==> config.mk <==
export PLATFORM = sky130hd
export DESIGN_NAME = counter_sweep_ctrl_flat
export DESIGN_NICKNAME = d
export VERILOG_FILES = /design/src/rtl/counter_sweep_ctrl_if.sv /design/src/rtl/counter_sweep_ctrl.sv /design/src/flat_wrapper.sv
export SDC_FILE = /design/constraint.sdc
export NUM_CORES = 1
export LEC_CHECK = 0
export ABC_AREA = 1
export CAP_MARGIN = 20
export CORE_UTILIZATION = 56
export CTS_CLUSTER_DIAMETER = 80
export DETAILED_ROUTE_END_ITERATION = 6
export GPL_TIMING_DRIVEN = 0
export PLACE_DENSITY = 0.85
export REMOVE_ABC_BUFFERS = 1
export SETUP_SLACK_MARGIN = 0.5
export SLEW_MARGIN = 20
export SYNTH_ARGS = -nofsm -noshare
export SYNTH_HDL_FRONTEND = slang
export SYNTH_SLANG_ARGS = --single-unit
export TNS_END_PERCENT = 20
==> constraint.sdc <==
create_clock -name clk -period 4.3 [get_ports clk]
set_input_delay 0.86 -clock clk [delete_from_list [all_inputs] [get_ports clk]]
set_output_delay 0.86 -clock clk [all_outputs]
set_load 0.02 [all_outputs]
==> src/rtl/counter_sweep_ctrl_if.sv <==
// counter_sweep_ctrl_if: signal bundle between a host/counter pair and the
// sweep sequencer.
//   master : host + counter side; drives start/abort/cfg_* and counter_out
//   slave  : sequencer side; drives load_en/up_down/counter_in and status
// Optional feature macro: SWEEP_IRQ_EN adds irq_clr (to slave) and irq (from slave).
interface counter_sweep_ctrl_if #(
    parameter int unsigned CNT_WIDTH = 3,
    parameter int unsigned SWEEP_W   = 4
);
    logic                 start;
    logic                 abort;
    logic [CNT_WIDTH-1:0] cfg_lo;
    logic [CNT_WIDTH-1:0] cfg_hi;
    logic [SWEEP_W-1:0]   cfg_sweeps;
    logic [CNT_WIDTH-1:0] counter_out;
    logic                 load_en;
    logic                 up_down;
    logic [CNT_WIDTH-1:0] counter_in;
    logic                 busy;
    logic                 done;
    logic                 err;
    logic [SWEEP_W-1:0]   sweep_cnt;
`ifdef SWEEP_IRQ_EN
    logic                 irq_clr;
    logic                 irq;
`endif

    modport master (
        output start, abort, cfg_lo, cfg_hi, cfg_sweeps, counter_out,
`ifdef SWEEP_IRQ_EN
        output irq_clr,
        input  irq,
`endif
        input  load_en, up_down, counter_in, busy, done, err, sweep_cnt
    );

    modport slave (
        input  start, abort, cfg_lo, cfg_hi, cfg_sweeps, counter_out,
`ifdef SWEEP_IRQ_EN
        input  irq_clr,
        output irq,
`endif
        output load_en, up_down, counter_in, busy, done, err, sweep_cnt
    );
endinterface

==> src/rtl/counter_sweep_ctrl.sv <==
// counter_sweep_ctrl: sequencer for an up/down/load counter. On start it loads
// the low bound, runs the counter up to the high bound and back down for the
// programmed number of sweeps, then pulses done. While idle it holds load_en
// high so the counter stays parked at the last captured low bound.
// Ports:
//   clk      rising-edge clock
//   reset_n  synchronous active-low reset
//   bus      counter_sweep_ctrl_if.slave: start/abort/cfg_lo/cfg_hi/cfg_sweeps/
//            counter_out in; load_en/up_down/counter_in/busy/done/err/sweep_cnt out
// Optional feature macro: SWEEP_IRQ_EN adds a sticky irq (set by done or err,
// cleared by irq_clr, set wins over clear).
module counter_sweep_ctrl #(
    parameter int unsigned CNT_WIDTH = 3,
    parameter int unsigned SWEEP_W   = 4
) (
    input  logic                clk,
    input  logic                reset_n,
    counter_sweep_ctrl_if.slave bus
);
    localparam int unsigned SW1 = SWEEP_W + 1;

    typedef enum logic [2:0] {
        S_IDLE,
        S_LOAD,
        S_UP,
        S_DOWN,
        S_DONE
    } state_t;

    state_t               r_state;
    logic [CNT_WIDTH-1:0] r_lo;
    logic [CNT_WIDTH-1:0] r_hi;
    logic [SWEEP_W-1:0]   r_sweeps;
    logic [CNT_WIDTH-1:0] r_counter_in;
    logic [SWEEP_W-1:0]   r_sweep_cnt;
    logic                 r_load_en;
    logic                 r_up_down;
    logic                 r_busy;
    logic                 r_done;
    logic                 r_err;

    logic                 w_cfg_ok;
    logic                 w_at_peak;
    logic                 w_at_floor;
    logic [SW1-1:0]       w_sweep_inc;
    logic                 w_more;

    assign w_cfg_ok    = (bus.cfg_lo < bus.cfg_hi) && (bus.cfg_sweeps != '0);
    // Turn one step early: the counter moves on the same edge the direction flips.
    assign w_at_peak   = (bus.counter_out == CNT_WIDTH'(r_hi - CNT_WIDTH'(1)));
    assign w_at_floor  = (bus.counter_out == CNT_WIDTH'(r_lo + CNT_WIDTH'(1)));
    assign w_sweep_inc = SW1'(r_sweep_cnt) + SW1'(1);
    assign w_more      = (w_sweep_inc < SW1'(r_sweeps));

    // Sequencer state and all registered outputs
    always_ff @(posedge clk) begin
        if (!reset_n) begin
            r_state      <= S_IDLE;
            r_lo         <= '0;
            r_hi         <= '0;
            r_sweeps     <= '0;
            r_counter_in <= '0;
            r_sweep_cnt  <= '0;
            r_load_en    <= 1'b1;
            r_up_down    <= 1'b1;
            r_busy       <= 1'b0;
            r_done       <= 1'b0;
            r_err        <= 1'b0;
        end else begin
            r_done <= 1'b0;
            r_err  <= 1'b0;
            case (r_state)
                S_IDLE: begin
                    r_load_en <= 1'b1;
                    if (bus.start && !bus.abort) begin
                        if (w_cfg_ok) begin
                            r_lo         <= bus.cfg_lo;
                            r_hi         <= bus.cfg_hi;
                            r_sweeps     <= bus.cfg_sweeps;
                            r_counter_in <= bus.cfg_lo;
                            r_up_down    <= 1'b1;
                            r_sweep_cnt  <= '0;
                            r_busy       <= 1'b1;
                            r_state      <= S_LOAD;
                        end else begin
                            r_err <= 1'b1;
                        end
                    end
                end
                S_LOAD, S_UP, S_DOWN: begin
                    if (bus.abort) begin
                        r_load_en    <= 1'b1;
                        r_counter_in <= r_lo;
                        r_busy       <= 1'b0;
                        r_state      <= S_IDLE;
                    end else if (r_state == S_LOAD) begin
                        r_load_en <= 1'b0;
                        r_up_down <= 1'b1;
                        r_state   <= S_UP;
                    end else if (r_state == S_UP) begin
                        if (w_at_peak) begin
                            r_up_down <= 1'b0;
                            r_state   <= S_DOWN;
                        end
                    end else if (w_at_floor) begin
                        r_sweep_cnt <= w_sweep_inc[SWEEP_W-1:0];
                        if (w_more) begin
                            r_up_down <= 1'b1;
                            r_state   <= S_UP;
                        end else begin
                            r_load_en <= 1'b1;
                            r_done    <= 1'b1;
                            r_busy    <= 1'b0;
                            r_state   <= S_DONE;
                        end
                    end
                end
                S_DONE: begin
                    r_state <= S_IDLE;
                end
                default: begin
                    r_state <= S_IDLE;
                end
            endcase
        end
    end

    assign bus.load_en    = r_load_en;
    assign bus.up_down    = r_up_down;
    assign bus.counter_in = r_counter_in;
    assign bus.busy       = r_busy;
    assign bus.done       = r_done;
    assign bus.err        = r_err;
    assign bus.sweep_cnt  = r_sweep_cnt;

`ifdef SWEEP_IRQ_EN
    logic r_irq;
    logic w_irq_set;

    // Same conditions that raise done or err on this edge
    assign w_irq_set = ((r_state == S_IDLE) && bus.start && !bus.abort && !w_cfg_ok) ||
                       ((r_state == S_DOWN) && !bus.abort && w_at_floor && !w_more);

    // Sticky interrupt; set has priority over clear
    always_ff @(posedge clk) begin
        if (!reset_n) begin
            r_irq <= 1'b0;
        end else if (w_irq_set) begin
            r_irq <= 1'b1;
        end else if (bus.irq_clr) begin
            r_irq <= 1'b0;
        end
    end

    assign bus.irq = r_irq;
`endif
endmodule

==> src/flat_wrapper.sv <==
// flat-port wrapper written by rule: the top's interface ports become plain ports
module counter_sweep_ctrl_flat 
#(
    parameter int unsigned CNT_WIDTH = 3,
    parameter int unsigned SWEEP_W   = 4
)
  (clk, reset_n, bus_start, bus_abort, bus_cfg_lo, bus_cfg_hi, bus_cfg_sweeps, bus_counter_out, bus_load_en, bus_up_down, bus_counter_in, bus_busy, bus_done, bus_err, bus_sweep_cnt);
  counter_sweep_ctrl_if #(.CNT_WIDTH(CNT_WIDTH), .SWEEP_W(SWEEP_W)) bus_i ();
  input  logic clk;
  input  logic reset_n;
  input wire logic [$bits(bus_i.start)-1:0] bus_start;
  input wire logic [$bits(bus_i.abort)-1:0] bus_abort;
  input wire logic [$bits(bus_i.cfg_lo)-1:0] bus_cfg_lo;
  input wire logic [$bits(bus_i.cfg_hi)-1:0] bus_cfg_hi;
  input wire logic [$bits(bus_i.cfg_sweeps)-1:0] bus_cfg_sweeps;
  input wire logic [$bits(bus_i.counter_out)-1:0] bus_counter_out;
  output wire logic [$bits(bus_i.load_en)-1:0] bus_load_en;
  output wire logic [$bits(bus_i.up_down)-1:0] bus_up_down;
  output wire logic [$bits(bus_i.counter_in)-1:0] bus_counter_in;
  output wire logic [$bits(bus_i.busy)-1:0] bus_busy;
  output wire logic [$bits(bus_i.done)-1:0] bus_done;
  output wire logic [$bits(bus_i.err)-1:0] bus_err;
  output wire logic [$bits(bus_i.sweep_cnt)-1:0] bus_sweep_cnt;
  assign bus_i.start = bus_start;
  assign bus_i.abort = bus_abort;
  assign bus_i.cfg_lo = bus_cfg_lo;
  assign bus_i.cfg_hi = bus_cfg_hi;
  assign bus_i.cfg_sweeps = bus_cfg_sweeps;
  assign bus_i.counter_out = bus_counter_out;
  assign bus_load_en = bus_i.load_en;
  assign bus_up_down = bus_i.up_down;
  assign bus_counter_in = bus_i.counter_in;
  assign bus_busy = bus_i.busy;
  assign bus_done = bus_i.done;
  assign bus_err = bus_i.err;
  assign bus_sweep_cnt = bus_i.sweep_cnt;
  counter_sweep_ctrl #(.CNT_WIDTH(CNT_WIDTH), .SWEEP_W(SWEEP_W)) u_core (.clk(clk), .reset_n(reset_n), .bus(bus_i));
endmodule
======== Yosys cells after proc, flatten, opt, wreduce, memory -nomap -nowiden ========
Cells that the tools add are included.
W data, S select, Z words.
storage, ports and cells
  input port bits ......................... 17
  register bits ........................... 25
  output and inout port bits .............. 12
operators by class
  add/subtract/negate cells ............... 3
  reductions and logical operators ........ 16
  bitwise operators ....................... 3
  equality and inequality tests ........... 24
  $lt $le $gt $ge ......................... 2
  mux-type cells .......................... 43
operators by type and width
  cell                   number
  $mux W3                11
  $mux W4                6
  $reduce_and A7 Y1      3
  $mux W1                20
  $pmux W3 S2            2
  $reduce_and A4 Y1      3
  $ne A3 B3 Y1 const B   3
  $ne A2 B2 Y1 const B   4
  $ne A4 B1 Y1 const B   2
  $ne A4 B2 Y1 const B   2
  $pmux W4 S2            1
  $eq A3 B2 Y1 const B   2
  $eq A3 B3 Y1           2
  $ne A2 B1 Y1 const B   3
  $pmux W1 S2            3
  $reduce_and A3 Y1      2
  $reduce_or A6 Y1       1
  $add A4 B1 Y5 const B  1
  $lt A5 B4 Y1           1
  $ne A5 B2 Y1 const B   1
  $ne A5 B3 Y1 const B   1
  $ne A4 B3 Y1 const B   1
  $ne A4 B4 Y1 const B   1
  $reduce_bool A4 Y1     1
  11 further kinds       14

======== Longest topological paths before layout ========
Gate-level depths: netlist of run 1.
  depth after elaboration ................. 8
  depth in mapped cells ................... 13

======== Worst setup path after synthesis of run 1 ========
Ideal clock, no wire load.
  path kind ............................... in2reg
  start point ............................. input bus_cfg_hi[2]
  end point ............................... register u_core.r_sweep_cnt[0] (netlist: u_core.bus.sweep_cnt[0])
  arrival ................................. 2.083 ns
  required time ........................... 4.238 ns
  library setup time ...................... 0.062 ns
  stages on the path ...................... 10
  setup slack ............................. 2.155 ns
  path through ............................ inv_1 ha_1 a21oi_1 nand3_1 nand2_1 nand2_2 nor2_4 and2_4 nor2_1 nor2_2
between the ends
  cells in the longest elaborated chain, start to end .. 4
RTL lines
  what                         RTL line                   text
  from (decl)                  flat_wrapper.sv:14         input wire logic [$bits(bus_i.cfg_hi)-1:0] bus_cfg_hi;
  $lt A3 B3 Y1                 counter_sweep_ctrl.sv:48   assign w_cfg_ok = (bus.cfg_lo < bus.cfg_hi) && (bus.cfg_sweeps != '0);
  $logic_and A1 B1 Y1          counter_sweep_ctrl.sv:48
  $ne A2 B1 Y1 (no line)       --
  $reduce_and A7 Y1 (no line)  --
  to (signal assigned)         counter_sweep_ctrl.sv:106  r_sweep_cnt <= w_sweep_inc[SWEEP_W-1:0];
  to (decl)                    counter_sweep_ctrl.sv:35   logic [SWEEP_W-1:0] r_sweep_cnt;
Every way passes these cells.
A chain may end at the register's enable or synchronous reset.

======== Final worst setup path of run 1 ========
  start point ............................. input bus_cfg_hi[2]
  end point ............................... register u_core.r_counter_in[0] (netlist: u_core.bus.counter_in[0])
between the ends
  cells in the longest elaborated chain, start to end .. 4
RTL lines
  what                         RTL line                  text
  $lt A3 B3 Y1                 counter_sweep_ctrl.sv:48
  $logic_and A1 B1 Y1          counter_sweep_ctrl.sv:48
  $ne A2 B1 Y1 (no line)       --
  $reduce_and A4 Y1 (no line)  --
  to (signal assigned)         counter_sweep_ctrl.sv:80  r_counter_in <= bus.cfg_lo;
  to (signal assigned)         counter_sweep_ctrl.sv:93  r_counter_in <= r_lo;
  to (decl)                    counter_sweep_ctrl.sv:34  logic [CNT_WIDTH-1:0] r_counter_in;
Every way passes these cells.

==> results of run 1 <==
==> critical path, cell delays in order <==
cell and delay [ps]:
clkdlybuf4s50_1 480, inv_1 50, ha_1 300, a21oi_1 230
nand4_2 390, nand2_1 280, inv_1 80, nor2_1 100
nor2_1 60
==> sequential cells by signal, indices dropped and copies added, names as in the netlist <==
register               count
u_core.bus.load_en         1
u_core.bus.err             1
u_core.bus.up_down         1
u_core.bus.sweep_cnt       4
u_core.bus.busy            1
u_core.bus.done            1
u_core.r_hi                3
u_core.r_state             3
u_core.r_sweeps            4
u_core.r_lo                3
u_core.bus.counter_in      3
==> cell usage after synthesis, drive strengths merged <==
cell type and instances:
nor4 1, nor3 2, xor2 2, a21oi 11
and2 1, ha 8, inv 34, nand3 25
clkbuf 2, o21a 1, nand4 5, o211a 1
xnor2 3, a21boi 2, nor2 33, o21ai 16
nand2 65, clkinv 1, dfxtp 25, buf 1
or2 1
==> area by class of cell <==
| cell class | instances | area, um^2 | area share |
|---|---|---|---|
| Multi-Input combinational cell | 177 | 942 | 0.490 |
| Sequential cell | 25 | 500 | 0.260 |
| Timing Repair Buffer | 28 | 280 | 0.146 |
| Inverter | 35 | 135 | 0.0703 |
| Tap cell | 30 | 37.5 | 0.0195 |
| Clock buffer | 3 | 22.5 | 0.0117 |
| Clock inverter | 1 | 5.00 | 0.00260 |
==> report_power, final <==
group	internal, mW	leakage, nW	switching, mW
clock network	0.0349	0.0177	0.0741
logic	0.305	0.689	0.471
registers	0.295	0.204	0.0467
==> final timing paths <==
check,from,endpoint,cells past startpoint
worst min-delay path,u_core.bus.up_down$_SDFFE_PN1P_,u_core.bus.up_down$_SDFFE_PN1P_,2
worst min register to register,u_core.bus.up_down$_SDFFE_PN1P_,u_core.bus.up_down$_SDFFE_PN1P_,2
worst max-delay path,bus_cfg_hi[2],u_core.bus.counter_in[0]$_SDFFE_PN0P_,9
worst max register to register,u_core.bus.sweep_cnt[0]$_SDFFE_PN0P_,u_core.bus.up_down$_SDFFE_PN1P_,13
==> logic make-up (layout without fill, tap and decap cells) <==
logic type               after synthesis  count (layout)  share of synthesized area
adder cells (fa/ha/maj)                8               8                     0.0629
AND/OR/NAND/NOR                      133             133                      0.389
XOR/XNOR                               5               5                     0.0275
buffers and inverters                 38              67                     0.0928
AO/OA/AOI/OAI                         31              31                      0.113
flip-flops                            25              25                      0.315
==> layer usage <==
layer | vias up | routed length (um) | share of wire | global-route usage
met5 | - | 0 | 0 | 0
li1 | 826 | - | - | -
met3 | 4 | 192 | 0.055 | 0.0515
met1 | 678 | 1600 | 0.46 | 0.307
met2 | 41 | 1660 | 0.48 | 0.423
met4 | 0 | 25 | 0.0072 | 0.0750
==> cells in the final DEF, fill, tap and decap left out <==
cell / n
o21a_1: 1
nand2_1: 59
nand4_2: 1
o211a_1: 1
nor3_1: 2
a21boi_0: 2
nand3_2: 2
clkdlybuf4s50_1: 28
and2_4: 1
xor2_1: 2
nor2_2: 6
nand4_1: 4
a21oi_4: 1
ha_1: 8
a21oi_1: 10
clkbuf_4: 3
clkinv_2: 2
nand2_2: 4
xnor2_1: 3
nor4_1: 1
inv_4: 1
nor2_1: 26
or2_2: 1
nand3_1: 23
nand2_4: 2
o21ai_0: 16
dfxtp_1: 25
inv_2: 4
inv_1: 29
nor2_4: 1
==> metrics by stage <==
stage,power (mW),utilization
2_1_floorplan,0.909,-
3_3_place_gp,1.10,0.732
3_5_place_dp,1.12,0.732
4_1_cts,1.23,0.743
5_1_grt,1.34,0.743
6_report,1.23,0.743
==> impl_results.md, run 1 <==
* Status: finished clean
* Startpoint types: input pin
* Layout Nets at 295
* Max VDD drop at roughly 0.55 mV
* Worst slew pin tran at 744 ps
* Total Routed Length at approximately 3.5 mm
* RSZ-0062 raised after global routing: no
* FF-to-FF setup slack at 2240 ps
* Pins over their slew limit at 0
* Placed Area at between 1500 and 2000 um^2
* Worst slack, placed at ~1400 ps
* Filler cells at 218
* Pwr Density at roughly 640 nW/um^2
* Fin cells at 299
* All-Layer GR Usage at 0.246
* CTS clock-pin slew for the worst setup and hold paths at approximately 140 ps
* Top-area cell type share of the netlist area at 0.315
* Layout cells sized above 1 at 0.108
* Num rows at 18
* Synth Area per Inst at between 6 and 7 um^2
* Total core area at between 2000 and 3000 um^2
* Largest cells by area after synthesis: dfxtp_1, nand2_1, nand3_1
* Static leakage at between 0.9 and 1 nW
* Fin crit share at 0.598
* Total Die Area at roughly 3100 um^2
* Chip width at ~55 um
* Endpoint class of the critical path: register
* Fin area at between 1500 and 2000 um^2
* Cell Area, Synth at ~1600 um^2
* Largest net degree at the start of global routing at 23
* WS Path Type: in2reg
* Synth unique cells at 30
* Buffers on Ports at 28
* Detailed-route via count at between 1500 and 2000
* Initial antenna violation count at 0
* Starting DRT DRC Count at between 50 and 60
* Worst Path Required at 4540 ps
* Htree depth at 1
* Setup TNS at 0 ps
* Detail Route Antenna Nets at 0
* Ports at 29
* Post_cts resized at 0
* Final hold vios at 0
* Hold Path Class: reg2reg
* Max clock buf depth at 2
* Total CTS buffers at 3
* Hold_buf cts at 0
* CTS tree: built
* WP data arrival at 2810 ps
* Cells after synthesis at between 200 and 250
* Area grow syn2layout at 20.9%
* Aggregate global routing overflow at 0
* Clock skew at 5.32 ps
* Post-CTS setup buffers at 0
* Placer Congestion at just over 0.9
* WL/cell at about 12 um
* Seq/Total Area, Yosys at 0.315
* Slew Limit Headroom at 0.503
* Diode count at 0
* Cell count after placement at between 200 and 300
* Final Setup Violations at 0
* Clock Sinks at 25
* Starting Density at 0.614
* Post-DP HPWL at between 2 and 3 mm
* Minimum clock period at approximately 2600 ps
* Area leader, netlist: dfxtp_1
* Final worst slack at around 1700 ps
* First-pass GRT wire length at roughly 6.1 mm
* Maxcap violations at 0
* CP Max Fanout at 18
* Clk_lat worst skew at ~330 ps
* Vias in the first global route at roughly 1500
* Die Y at 55.3 um
* Drt drc at 0
* Drt pass-1 iters at 5
* Synthesis-stage register bit count at 25
* DR vias/cell at 5.18
* Hold WS at between 400 and 500 ps
* Synth warn at 0
* FMAX at 389 MHz
* Root buf cell: clkbuf_4
Power figures use the tool's default switching activity.
==> run 2: changes to the inputs <==
--- a/config.mk
+++ b/config.mk
@@ -7,11 +7,11 @@
 export LEC_CHECK = 0
 export ABC_AREA = 1
 export CAP_MARGIN = 20
-export CORE_UTILIZATION = 56
+export CORE_UTILIZATION = 52
 export CTS_CLUSTER_DIAMETER = 80
 export DETAILED_ROUTE_END_ITERATION = 6
 export GPL_TIMING_DRIVEN = 0
-export PLACE_DENSITY = 0.85
+export PLACE_DENSITY = 0.79
 export REMOVE_ABC_BUFFERS = 1
 export SETUP_SLACK_MARGIN = 0.5
 export SLEW_MARGIN = 20
==> constraint.sdc (replaced) <==
create_clock -name clk -period 2.7 [get_ports clk]
set_input_delay 0.54 -clock clk [delete_from_list [all_inputs] [get_ports clk]]
set_output_delay 0.54 -clock clk [all_outputs]
set_load 0.02 [all_outputs]
==> impl_results.md, run 2 (synthesized netlist as in run 1, its figures left out) <==
* Starting DRT DRC Count at 89 (was 59)
* Vias in the first global route at 1368 (was 1483)
* Detailed-route via count at 1604 (was 1549)
* CTS clock-pin slew for the worst setup and hold paths at 140 ps (about the same)
* CP Max Fanout at 7 (was 18)
* Max clock buf depth at 2 (unchanged)
* Ports at 29 (unchanged)
* Detail Route Antenna Nets at 0 (unchanged)
* Drt pass-1 iters at 7 (was 5)
* Maxcap violations at 0 (unchanged)
* Crit path top cell by count: nand2_2
* WL/cell at 11.4 um (was 11.6 um)
* WS Path Type: in2reg (unchanged)
* Failing checks: design-rule violations
* Clock skew at 5.97 ps (was 5.32 ps)
* Die Y at 57.3 um (was 55.3 um)
* Post-DP HPWL at 2.52 mm (was 2.68 mm)
* Slew Limit Headroom at 0.512 (was 0.503)
* Slowest CP cell: clkdlybuf4s50_1 (unchanged)
* FF-to-FF setup slack at 720 ps (was 2240 ps)
* Diode count at 0 (unchanged)
* Layout cells sized above 1 at 0.134 (was 0.108)
* Switching share of power at 0.479 (was 0.482)
* Most frequent cells in the layout: nand2_1, inv_1, clkdlybuf4s50_1, nor2_1, dfxtp_1 (unchanged)
* Total Die Area at 3280 um^2 (was 3060 um^2)
* Starting Density at 0.562 (was 0.614)
* Layout Nets at 295 (unchanged)
* FMAX at 482 MHz
* Max VDD drop at 0.739 mV (was 0.553 mV)
* Largest net degree at the start of global routing at 23 (unchanged)
* Commonest non-fill, non-tap cell in the layout: nand2_1 (unchanged)
* WP data arrival at 2350 ps (was 2810 ps)
* Switching pwr at 0.947 mW (was 0.592 mW)
* CP peak stage delay at 490 ps (was 480 ps)
* Buffers on Ports at 28 (unchanged)
* Initial antenna violation count at 0 (unchanged)
* Endpoint class of the critical path: register (unchanged)
* Reg power frac at 0.275 (was 0.279)
* RSZ-0062 raised after global routing: no (unchanged)
* Pwr Density at 1000 nW/um^2 (was 638 nW/um^2)
* Status: finished with violations (was finished clean)
* Placed Area at 1900 um^2 (about the same)
* Pins over their slew limit at 0 (unchanged)
* Num rows at 19 (was 18)
* Minimum clock period at 2070 ps
* Internal at 1.03 mW (was 0.636 mW)
* Fin area at 1970 um^2 (was 1920 um^2)
* Worst slew pin tran at 730 ps (was 744 ps)
* Root buf cell: clkbuf_4 (unchanged)
* Htree depth at 1 (unchanged)
* Area of the multi-input gates at 987 um^2 (was 942 um^2)
* Hold_buf cts at 0 (unchanged)
* Total Routed Length at 3.43 mm (was 3.48 mm)
* Hold Path Class: reg2reg (unchanged)
* Final Setup Violations at 0 (unchanged)
* Worst path buffer plus inverter count at 2 (was 3)
* Drt drc at 1 (was 0)
* CTS tree: built (unchanged)
* Startpoint types: input pin (unchanged)
* Storage element area at 502 um^2 (was 500 um^2)
* Aggregate global routing overflow at 0 (unchanged)
* Static leakage at 0.913 nW (was 0.911 nW)
* Final core utilization at 0.697 (was 0.743)
* DR vias/cell at 5.35 (was 5.18)
* Fin crit share at 0.768
* Clock Sinks at 25 (unchanged)
* Area grow syn2layout at 24.1% (was 20.9%)
* Clock share of power at 0.088 (was 0.089)
* Total CTS buffers at 3 (unchanged)
* Final hold vios at 0 (unchanged)
* Total core area at 2830 um^2 (was 2590 um^2)
* Combinational group share of total power at 0.637 (was 0.633)
* First-pass GRT wire length at 5.84 mm (was 6.07 mm)
* Setup TNS at 0 ps (unchanged)
* Chip width at 57.3 um (was 55.3 um)
* CP cell instances: clkdlybuf4s50_1 > inv_1 > ha_4 > a21oi_4 > nand3_2 > nand2_2 > nand2_2 > nor2_4 > and2_4 > nor2_1 > nor2_2 (was clkdlybuf4s50_1 > inv_1 > ha_1 > a21oi_1 > nand4_2 > nand2_1 > inv_1 > nor2_1 > nor2_1)
* All-Layer GR Usage at 0.227 (was 0.246)
* Filler cells at 249 (was 218)
* Worst Path Required at 2970 ps (was 4540 ps)
* Clk_lat worst skew at 320 ps (was 330 ps)
* Cell count after placement at 296 (was 295)
* Crit path max-delay family: simple AND/OR/NAND/NOR gates (unchanged)
* Placer Congestion at 0.879 (was 0.905)
* Fin cells at 300 (was 299)
==> run 2: cell types whose count changed in the layout (fill, tap and decap cells not counted), sizes merged <==
cell and delta:
clkinvlp +1, clkinv -1
==> run 2: path summary, 6_finish.rpt <==
check | startpoint | endpoint | depth (start not counted)
setup / recovery | bus_cfg_hi[2] | u_core.bus.sweep_cnt[1]$_SDFFE_PN0P_ | 11
hold / removal | u_core.bus.up_down$_SDFFE_PN1P_ | u_core.bus.up_down$_SDFFE_PN1P_ | 2
setup reg to reg | u_core.bus.sweep_cnt[0]$_SDFFE_PN0P_ | u_core.bus.busy$_SDFFE_PN0P_ | 12
hold reg to reg | u_core.bus.up_down$_SDFFE_PN1P_ | u_core.bus.up_down$_SDFFE_PN1P_ | 2
==> run 2: metrics by stage <==
| stage | power (mW) | worst slack [ps] | hold slack [ps] |
|---|---|---|---|
| 2_1_floorplan | 1.45 | 814 | 433 |
| 4_1_cts | 1.95 | 460 | 483 |
| 6_report | 1.98 | 625 | 481 |
| 3_5_place_dp | 1.76 | 72.6 | 448 |
| 3_3_place_gp | 1.75 | 61.7 | 441 |
| 5_1_grt | 2.17 | 478 | 503 |
==> run 2: tightest hold or removal path, cell delays in order (launching register included) <==
cell and delay (ps):
dfxtp_1 340, nand2_1 60, nand3_1 50
==> run 2: per-layer routing <==
metal,vias up,part of all wire,global-route usage
met4,0,0.013,0.0801
li1,830,-,-
met5,-,0,0
met2,64,0.46,0.370
met1,704,0.46,0.295
met3,6,0.064,0.0499
==> run 2: cell type report <==
cell class / count / share of cell area
multi-input cells: 177 / 0.500
clock inverters: 1 / 0.00380
well taps: 31 / 0.0197
inverters: 35 / 0.0685
repair buffers: 28 / 0.142
flip-flops and latches: 25 / 0.254
clock buffers: 3 / 0.0114
==> run 2: power by group through the flow <==
stage / combinational, mW / sequential, mW / clock (mW)
2_1_floorplan: 0.826 / 0.621 / 0
3_3_place_gp: 1.20 / 0.550 / 0
3_5_place_dp: 1.21 / 0.551 / 0
4_1_cts: 1.22 / 0.543 / 0.182
5_1_grt: 1.42 / 0.558 / 0.199
6_report: 1.26 / 0.543 / 0.174
==> run 2: repair_timing <==
action,CTS,global route
gates cloned,0,0
setup buffers,0,0
setup endpoints to repair,3,15
pin swaps,0,1
gates resized for setup,1,8
==> run 3: changes to the inputs <==
==> constraint.sdc (replaced) <==
create_clock -name clk -period 2.04 [get_ports clk]
set_input_delay 0.408 -clock clk [delete_from_list [all_inputs] [get_ports clk]]
set_output_delay 0.408 -clock clk [all_outputs]
set_load 0.02 [all_outputs]
==> impl_results.md, run 3 (synthesized netlist as in run 1, its figures left out) <==
* Setup TNS at 0 ps (unchanged)
* Hold Path Class: reg2reg (unchanged)
* Diode count at 0 (unchanged)
* Final hold vios at 0 (unchanged)
* Aggregate global routing overflow at 0 (unchanged)
* Total Routed Length at 3.79 mm (was 3.43 mm)
* Starting Density at 0.562 (unchanged)
* WS Path Type: reg2reg (was in2reg)
* Placer Congestion at 0.879 (unchanged)
* Crit path top cell by count: nand2_1 (was nand2_2)
* Clock Sinks at 25 (unchanged)
* Worst slew pin tran at 716 ps (was 730 ps)
* Endpoint class of the critical path: register (unchanged)
* Die Y at 57.3 um (unchanged)
* Drt pass-1 iters at 6 (was 7)
* Hold_buf cts at 0 (unchanged)
* Maxcap violations at 0 (unchanged)
* Commonest non-fill, non-tap cell in the layout: nand2_1 (unchanged)
* Vias in the first global route at 1529 (was 1368)
* Num rows at 19 (unchanged)
* Final Setup Violations at 0 (unchanged)
* Post-DP HPWL at 2.52 mm (unchanged)
* Fin crit share at 0.892
* Layout Nets at 311 (was 295)
* Clock skew at 3.13 ps (was 5.97 ps)
* Worst Path Required at 2240 ps (was 2970 ps)
* Drt drc at 2 (was 1)
* CTS tree: built (unchanged)
* CP Max Fanout at 3 (was 7)
* Starting DRT DRC Count at 88 (was 89)
* Total core area at 2830 um^2 (unchanged)
* Pins over their slew limit at 0 (unchanged)
* Layout cells sized above 1 at 0.249 (was 0.134)
* Detailed-route via count at 1670 (was 1604)
* WL/cell at 12.0 um (was 11.4 um)
* Largest net degree at the start of global routing at 23 (unchanged)
* Filler cells at 203 (was 249)
* Slowest CP cell: dfxtp_4 (was clkdlybuf4s50_1)
* Pwr Density at 1340 nW/um^2 (was 1000 nW/um^2)
* Max clock buf depth at 2 (unchanged)
* Power Total at 2.95 mW (was 1.98 mW)
* Clk_lat worst skew at 320 ps (about the same)
* Area grow syn2layout at 38.9% (was 24.1%)
* Failing checks: design-rule violations (unchanged)
* Buffers on Ports at 28 (unchanged)
* All-Layer GR Usage at 0.260 (was 0.227)
* Most frequent cells in the layout: nand2_1, inv_1, nor2_1 (was nand2_1, inv_1, clkdlybuf4s50_1, nor2_1, dfxtp_1)
* Minimum clock period at about 1800 ps
* Startpoint types: register (was input pin)
* Root buf cell: clkbuf_4 (unchanged)
* Total Die Area at 3280 um^2 (unchanged)
* Total CTS buffers at 3 (unchanged)
* Hold WS at 471 ps (was 481 ps)
* Initial antenna violation count at 0 (unchanged)
* CP cell instances: ha_4 > xor2_2 > ha_1 > nand2_1 > nand2_1 > nand2_2 > nand2_2 > nor2_4 > nand2_1 > nand2_1 > nand3_1 > nand2_1 > nand3_1 (was clkdlybuf4s50_1 > inv_1 > ha_4 > a21oi_4 > nand3_2 > nand2_2 > nand2_2 > nor2_4 > and2_4 > nor2_1 > nor2_2)
* Status: finished with violations (unchanged)
* Slew Limit Headroom at 0.521 (was 0.512)
* DR vias/cell at 5.28 (was 5.35)
* Max VDD drop at 0.988 mV (was 0.739 mV)
* CTS clock-pin slew for the worst setup and hold paths at 140 ps (about the same)
* RSZ-0062 raised after global routing: yes (was no)
* Detail Route Antenna Nets at 0 (unchanged)
* Static leakage at 1.06 nW (was 0.913 nW)
* First-pass GRT wire length at 6.66 mm (was 5.84 mm)
* WP data arrival at 2020 ps (was 2350 ps)
* Chip width at 57.3 um (unchanged)
* Ports at 29 (unchanged)
* Htree depth at 1 (unchanged)
* FMAX at between 500 and 600 MHz
* CP peak stage delay at 380 ps (was 490 ps)
-- run 3: final cells by class --
cell class / count / area, um^2 / share of cell area
Inverter: 35 / 135 / 0.0612
Tap cell: 31 / 38.8 / 0.0176
Clock inverter: 1 / 7.51 / 0.00340
Sequential cell: 25 / 514 / 0.233
Clock buffer: 3 / 22.5 / 0.0102
Timing Repair Buffer: 44 / 418 / 0.189
Multi-Input combinational cell: 177 / 1070 / 0.486
-- run 3: timing repair --
item,in CTS,in global routing
gates resized for setup,40,6
pin swaps,18,12
buffers inserted,14,2
setup endpoints to repair,36,36
-- run 3: power by group --
part | switching (mW) | leakage (nW) | internal [mW] | total (mW)
sequential | 0.110 | 0.207 | 0.634 | 0.744
clock | 0.153 | 0.0139 | 0.0750 | 0.228
combinational | 1.14 | 0.836 | 0.839 | 1.98
-- run 3: layer usage --
layer  vias up  share of wire  global-route usage
li1        860              -                   -
met1       756           0.46               0.329
met2        52           0.48               0.455
met3         2          0.059              0.0499
met4         0         0.0050              0.0627
met5         -              0                   0
-- run 3: stage by stage --
| stage | util | worst slack (ps) | area, um^2 | instances |
|---|---|---|---|---|
| 2_1_floorplan | - | 154 | 1580 | 237 |
| 3_3_place_gp | 0.671 | -466 | 1900 | 296 |
| 3_5_place_dp | 0.671 | -455 | 1900 | 296 |
| 4_1_cts | 0.766 | 194 | 2170 | 314 |
| 5_1_grt | 0.781 | 101 | 2210 | 316 |
| 6_report | 0.781 | 221 | 2210 | 316 |
-- run 3: worst max-delay path, delay by kind of cell (launching register included) --
family | cells | cell delay, ps
DFF | 1 | 380
xor gates and xnor gates | 1 | 150
adders and majority gates | 2 | 450
and+or+nand+nor | 10 | 710
-- run 3: worst paths after layout --
kind                                        startpoint                               to  slack (ps)  cells after the start
setup reg to reg  u_core.bus.sweep_cnt[0]$_SDFFE_PN0P_  u_core.bus.up_down$_SDFFE_PN1P_         220                     13
hold reg to reg        u_core.bus.up_down$_SDFFE_PN1P_  u_core.bus.up_down$_SDFFE_PN1P_         470                      2
setup / recovery  u_core.bus.sweep_cnt[0]$_SDFFE_PN0P_  u_core.bus.up_down$_SDFFE_PN1P_         220                     13
hold / removal         u_core.bus.up_down$_SDFFE_PN1P_  u_core.bus.up_down$_SDFFE_PN1P_         470                      2
